[src/rtl/ctrl_pkg.sv]
// Shared definitions for the Mini-SRC hardwired control unit.
//   state_e    : sequencer states (IDLE, T0..T5, HALTED)
//   op_class_e : instruction classes produced by opcode_class_decode
//   Op*        : opcode encodings (IR[31:27])
package ctrl_pkg;

  localparam int unsigned OpcW = 5;

  typedef enum logic [2:0] {
    StIdle,
    StT0,
    StT1,
    StT2,
    StT3,
    StT4,
    StT5,
    StHalted
  } state_e;

  typedef enum logic [2:0] {
    ClsRtype,
    ClsItype,
    ClsNop,
    ClsHalt,
    ClsIllegal
  } op_class_e;

  localparam logic [OpcW-1:0] OpAdd  = 5'b00011;
  localparam logic [OpcW-1:0] OpSub  = 5'b00100;
  localparam logic [OpcW-1:0] OpAnd  = 5'b01010;
  localparam logic [OpcW-1:0] OpOr   = 5'b01011;
  localparam logic [OpcW-1:0] OpAddi = 5'b01100;
  localparam logic [OpcW-1:0] OpAndi = 5'b01101;
  localparam logic [OpcW-1:0] OpOri  = 5'b01110;
  localparam logic [OpcW-1:0] OpNop  = 5'b11010;
  localparam logic [OpcW-1:0] OpHalt = 5'b11011;

endpackage

[src/rtl/opcode_class_decode.sv]
// Combinational opcode-to-class mapping for the control sequencer.
// Ports:
//   opcode   in  OPCODE_W : IR opcode field
//   op_class out          : RTYPE / ITYPE / NOP / HALT / ILLEGAL
module opcode_class_decode
  import ctrl_pkg::*;
#(
  parameter int unsigned OPCODE_W = 5
) (
  input  logic [OPCODE_W-1:0] opcode,
  output op_class_e           op_class
);

  always_comb begin
    op_class = ClsIllegal;
    case (opcode)
      OPCODE_W'(OpAdd), OPCODE_W'(OpSub),
      OPCODE_W'(OpAnd), OPCODE_W'(OpOr):   op_class = ClsRtype;
      OPCODE_W'(OpAddi), OPCODE_W'(OpAndi),
      OPCODE_W'(OpOri):                    op_class = ClsItype;
      OPCODE_W'(OpNop):                    op_class = ClsNop;
      OPCODE_W'(OpHalt):                   op_class = ClsHalt;
      default:                             op_class = ClsIllegal;
    endcase
  end

endmodule

[src/rtl/control_sequencer.sv]
// Hardwired control unit for the Mini-SRC datapath. Steps T0..T5 and drives the
// datapath control strobes as Moore outputs (each strobe high for its whole state).
// Optional build macro: CTRL_MEM_WAIT_EN -- T1 holds until mem_ready is high.
// Ports:
//   clock, clear (sync, active-high)   run_in : enable sequencing (level)
//   opcode    : IR opcode, valid from T3  mem_ready : memory read done (wait build only)
//   PCout..IRin : fetch strobes           Gra..Zlowout : execute strobes
//   alu_op    : ALU select (T4 only)      step : T-step, 7 in IDLE/HALTED
//   halted    : high in HALTED            illegal : pulse in T3 on bad opcode
module control_sequencer
  import ctrl_pkg::*;
#(
  parameter int unsigned OPCODE_W = 5,
  parameter int unsigned STEP_W   = 3
) (
  input  logic                clock,
  input  logic                clear,
  input  logic                run_in,
  input  logic [OPCODE_W-1:0] opcode,
  input  logic                mem_ready,
  output logic                PCout,
  output logic                MARin,
  output logic                IncPC,
  output logic                PCin,
  output logic                Read,
  output logic                MDRin,
  output logic                MDRout,
  output logic                IRin,
  output logic                Gra,
  output logic                Grb,
  output logic                Grc,
  output logic                Rout,
  output logic                Rin,
  output logic                Yin,
  output logic                Cout,
  output logic                Zlowin,
  output logic                Zlowout,
  output logic [OPCODE_W-1:0] alu_op,
  output logic [STEP_W-1:0]   step,
  output logic                halted,
  output logic                illegal
);

  state_e    state_q, state_d;
  op_class_e op_class;

  opcode_class_decode #(
    .OPCODE_W(OPCODE_W)
  ) u_decode (
    .opcode  (opcode),
    .op_class(op_class)
  );

`ifndef CTRL_MEM_WAIT_EN
  logic unused_mem_ready;
  assign unused_mem_ready = mem_ready;
`endif

  always_ff @(posedge clock) begin
    if (clear) state_q <= StIdle;
    else       state_q <= state_d;
  end

  always_comb begin
    state_d = state_q;
    PCout   = 1'b0;
    MARin   = 1'b0;
    IncPC   = 1'b0;
    PCin    = 1'b0;
    Read    = 1'b0;
    MDRin   = 1'b0;
    MDRout  = 1'b0;
    IRin    = 1'b0;
    Gra     = 1'b0;
    Grb     = 1'b0;
    Grc     = 1'b0;
    Rout    = 1'b0;
    Rin     = 1'b0;
    Yin     = 1'b0;
    Cout    = 1'b0;
    Zlowin  = 1'b0;
    Zlowout = 1'b0;
    alu_op  = '0;
    step    = STEP_W'(7);
    halted  = 1'b0;
    illegal = 1'b0;

    case (state_q)
      StIdle: begin
        if (run_in) state_d = StT0;
      end
      StT0: begin
        step    = STEP_W'(0);
        PCout   = 1'b1;
        MARin   = 1'b1;
        IncPC   = 1'b1;
        PCin    = 1'b1;
        state_d = StT1;
      end
      StT1: begin
        step  = STEP_W'(1);
        Read  = 1'b1;
        MDRin = 1'b1;
`ifdef CTRL_MEM_WAIT_EN
        state_d = mem_ready ? StT2 : StT1;
`else
        state_d = StT2;
`endif
      end
      StT2: begin
        step    = STEP_W'(2);
        MDRout  = 1'b1;
        IRin    = 1'b1;
        state_d = StT3;
      end
      StT3: begin
        step = STEP_W'(3);
        case (op_class)
          ClsRtype, ClsItype: begin
            Grb     = 1'b1;
            Rout    = 1'b1;
            Yin     = 1'b1;
            state_d = StT4;
          end
          ClsNop:  state_d = run_in ? StT0 : StIdle;
          ClsHalt: state_d = StHalted;
          default: begin
            illegal = 1'b1;
            state_d = run_in ? StT0 : StIdle;
          end
        endcase
      end
      StT4: begin
        step   = STEP_W'(4);
        alu_op = opcode;
        case (op_class)
          ClsRtype: begin
            Grc    = 1'b1;
            Rout   = 1'b1;
            Zlowin = 1'b1;
          end
          ClsItype: begin
            Cout   = 1'b1;
            Zlowin = 1'b1;
          end
          default: ;
        endcase
        state_d = StT5;
      end
      StT5: begin
        step    = STEP_W'(5);
        Zlowout = 1'b1;
        Gra     = 1'b1;
        Rin     = 1'b1;
        state_d = run_in ? StT0 : StIdle;
      end
      StHalted: begin
        halted = 1'b1;
      end
      default: state_d = StIdle;
    endcase
  end

endmodule

[config.mk]
export PLATFORM = sky130hd
export DESIGN_NAME = control_sequencer
export DESIGN_NICKNAME = d
export VERILOG_FILES = /design/src/rtl/ctrl_pkg.sv /design/src/rtl/opcode_class_decode.sv /design/src/rtl/control_sequencer.sv
export SDC_FILE = /design/constraint.sdc
export NUM_CORES = 1
export LEC_CHECK = 0
export CAP_MARGIN = 40
export CORE_MARGIN = 3
export CORE_UTILIZATION = 33
export CTS_BUF_LIST = sky130_fd_sc_hd__clkbuf_16
export CTS_CLUSTER_SIZE = 30
export DETAILED_ROUTE_END_ITERATION = 6
export PLACE_DENSITY = 0.87
export SYNTH_ARGS = -nofsm -noshare
export SYNTH_HDL_FRONTEND = slang
export SYNTH_SLANG_ARGS = --single-unit
[constraint.sdc]
create_clock -name clock -period 3.3 [get_ports clock]
set_input_delay 0.99 -clock clock [delete_from_list [all_inputs] [get_ports clock]]
set_output_delay 0.99 -clock clock [all_outputs]
set_load 0.03 [all_outputs]
==> impl_metrics.csv <==
group,metric,value,unit
detailed_routing,ant_nets,0,
placement,placed_cells,105,
cells_and_area,fin_util,71.0,%
floorplanning,start_util,37.4,%
critical_path,timing.rr.end,"state_q[0]",
detailed_routing,num_vias,556,
cells_and_area,top_regs,"state_q x3",
yosys,netlist.area_leader.share,15.4,%
cts,clockBufferDepth,2,
yosys,synth_adder_area_share,0,%
yosys,synth_commonest_cells,"9 x buf_4, 7 x nor2_1, 5 x and3_1, 5 x nand2_1, 4 x nor2b_1",
sta,fin_crit_sh,98.3,%
yosys,synth_cells,65,
critical_path,crit_type,"in2out",
sta,tightestPinTransition,0.653,ns
global_route,grtUsageTotal,13.2,%
critical_path,cp_data_arrival_time,2.25,ns
power_and_ir_drop,p_per_area,410,nW/um^2
run,maxCapViolations,0,
floorplanning,die_x,42.4,um
cts,clk_latency,0.22,ns
yosys,yosys.area_share.simple,44.6,%
yosys,ys_top_cells_by_area,"buf_4 15%, dfxtp_1 14%, and3_1 7.1%",
critical_path,rrSetupSlack,2.04,ns
cts,cts.clk_slew.worst_paths,0.03,ns
sta,finalSetupTns,0,ns
placement,portBuffers,34,
sta,max_slew_margin,56.4,%
cts,postCtsSetupRepairBufs,0,
cells_and_area,area_growth,90.0,%
placement,dpl.hpwl,988,um
yosys,synth_mux_area_share,0,%
sta,finalMaxSlewViolations,0,
floorplanning,die_area,1800,sq um
yosys,synth_edf_count,0,
yosys,synth.most_common_cell,"buf_4",
min_path,hold_depth,2,
yosys,yosysSeqAreaShare,13.7,%
critical_path,cp_max_fo,7,
sta,hold_ws,0.613,ns
sta,fmax,308,MHz
detailed_routing,drt_pass1_iterations,4,
min_path,worstHoldStart,"state_q[2]",
yosys,synth_top_family_by_area,"simple AND/OR/NAND/NOR gates",
yosys,synth_xor_area_share,4.00,%
cts,htreeDepth,1,
floorplanning,coreArea,1170,sq um
sta,setup_viol,0,
placement,gp_congestion,0.774,
yosys,yosys.area.top_type,"buf_4",
global_route,grt_pass1_vias,434,
floorplanning,std_cell_rows,12,
power_and_ir_drop,fin_total_pwr,341,uW
cts,cts_root_buf,"clkbuf_16",
critical_path,reg2reg_depth,3,
global_route,grt_overflow,0,
yosys,avgSynthCellArea,6.74,sq um
sta,skew,0.00369,ns
status,status,"complete, no violations",
floorplanning,fp.dieH,42.4,um
yosys,ys_types,28,
yosys,synthArstFlopShare,0,%
cells_and_area,drive_gt1_share,28.4,%
power_and_ir_drop,power_leakage,0.000394,uW
critical_path,critPathCaptureType,"output pin",
cells_and_area,nNetsFinal,105,
cells_and_area,fillCellCount,104,
floorplanning,pin_count,36,
yosys,yosys_warnings,0,
cells_and_area,max_flop_register,"state_q",
sta,period_needed,3.24,ns
yosys,synth_compound_area_share,16.0,%
cells_and_area,fin_cells,109,
cells_and_area,antenna_cells,0,
global_route,antenna_found_initial,0,
cts,clock-sinks,3,
sta,hold_viol,0,
detailed_routing,wl,1350,um
detailed_routing,drt_iter0_drc,14,
critical_path,start_kind,"input pin",
yosys,syn_area,438,sq um
min_path,whs_endpoint,"state_q[1]",
global_route,grt_first_pass_wirelength,1880,um
cts,cts_tree,"built",
yosys,ys_dominant_reg_cell,"dfxtp_1",
yosys,synth_nets,74,
cts,cts_inserted_buffers,3,
power_and_ir_drop,irDropWorstVdd,0.489,mV
detailed_routing,drc,0,
critical_path,regToRegStartpoint,"state_q[2]",
global_route,grt_max_degree,22,
yosys,synth_seq_cells,3,
detailed_routing,routedWlPerCell,12.4,um
detailed_routing,post_drt_via_cell_ratio,5.10,
min_path,hp-class,"reg2reg",
cells_and_area,largest_reg_flops,3,
critical_path,crit_required,2.31,ns
## cell type report
cell class | instances | area, sq um | area share (%)
Clock buffer | 3 | 75.1 | 9.02
Clock inverter | 1 | 3.75 | 0.451
Inverter | 2 | 7.51 | 0.902
Multi-Input combinational cell | 48 | 315 | 37.9
Sequential cell | 3 | 60.1 | 7.22
Tap cell | 14 | 17.5 | 2.11
Timing Repair Buffer | 38 | 353 | 42.4
## per-layer routing
layer / up-vias / track usage, % / part of all wire, %
li1: 279 / - / -
met4: 0 / 3.73 / 0
met2: 22 / 23.7 / 53
met3: 0 / 3.00 / 5.9
met5: - / 0 / 0
met1: 255 / 15.3 / 41
## how the worst max path moves through the flow
stage | slack [ns] | cells past startpoint | to | startpoint
floorplan | 0.17 | 4 | Rout | opcode[4]
global placement | -0.07 | 6 | illegal | opcode[0]
detailed placement | -0.12 | 6 | illegal | opcode[0]
CTS | -0.01 | 6 | Rout | opcode[3]
global route | -0.03 | 6 | Rout | opcode[0]
finish | 0.06 | 6 | Rout | opcode[0]
## cells in the final DEF, fill, tap and decap left out, drive strengths merged, types with 2 or more instances in the layout
master,n
a21oi,3
a31oi,2
and2,3
and3,5
buf,16
clkbuf,3
clkdlybuf4s50,17
dfxtp,3
dlymetal6s2s,4
inv,3
nand2,5
nand3,2
nand4b,2
nor2,7
nor2b,4
nor3,3
nor3b,2
o21ai,2
## metrics by stage
stage	cell area (sq um)	setup slack [ns]
after floorplan	443	0.165
after global placement	713	-0.0717
after detailed placement	713	-0.120
after CTS	800	-0.0133
after global routing	832	-0.0346
final	832	0.0553
## kinds of logic after synthesis
kind of cell | after synthesis
simple gates | 35
flops | 3
buf+inv | 14
xor+xnor | 2
compound gates | 11
## power breakdown
| part | total (uW) | leakage (uW) | internal (uW) | switching, uW |
|---|---|---|---|---|
| combinational | 105 | 0.000327 | 46.8 | 58.3 |
| clock | 187 | 0.0000423 | 156 | 30.7 |
| sequential | 49.3 | 0.0000246 | 39.4 | 9.88 |
| total | 341 | 0.000394 | 242 | 98.9 |
## worst max-delay path: stages
cell and delay (ns):
dlygate4sd2_1 0.35, nor2b_1 0.22, o21ai_2 0.08, and2_4 0.18
a211oi_2 0.23, buf_4 0.20
## repair_timing
action	4_1_cts	5_1_grt
endpoints found under the setup margin	6	6
resized for setup	4	9
hold buffers	0	0
pin swaps	1	2
Note: power is estimated with default switching activity, not from simulation.
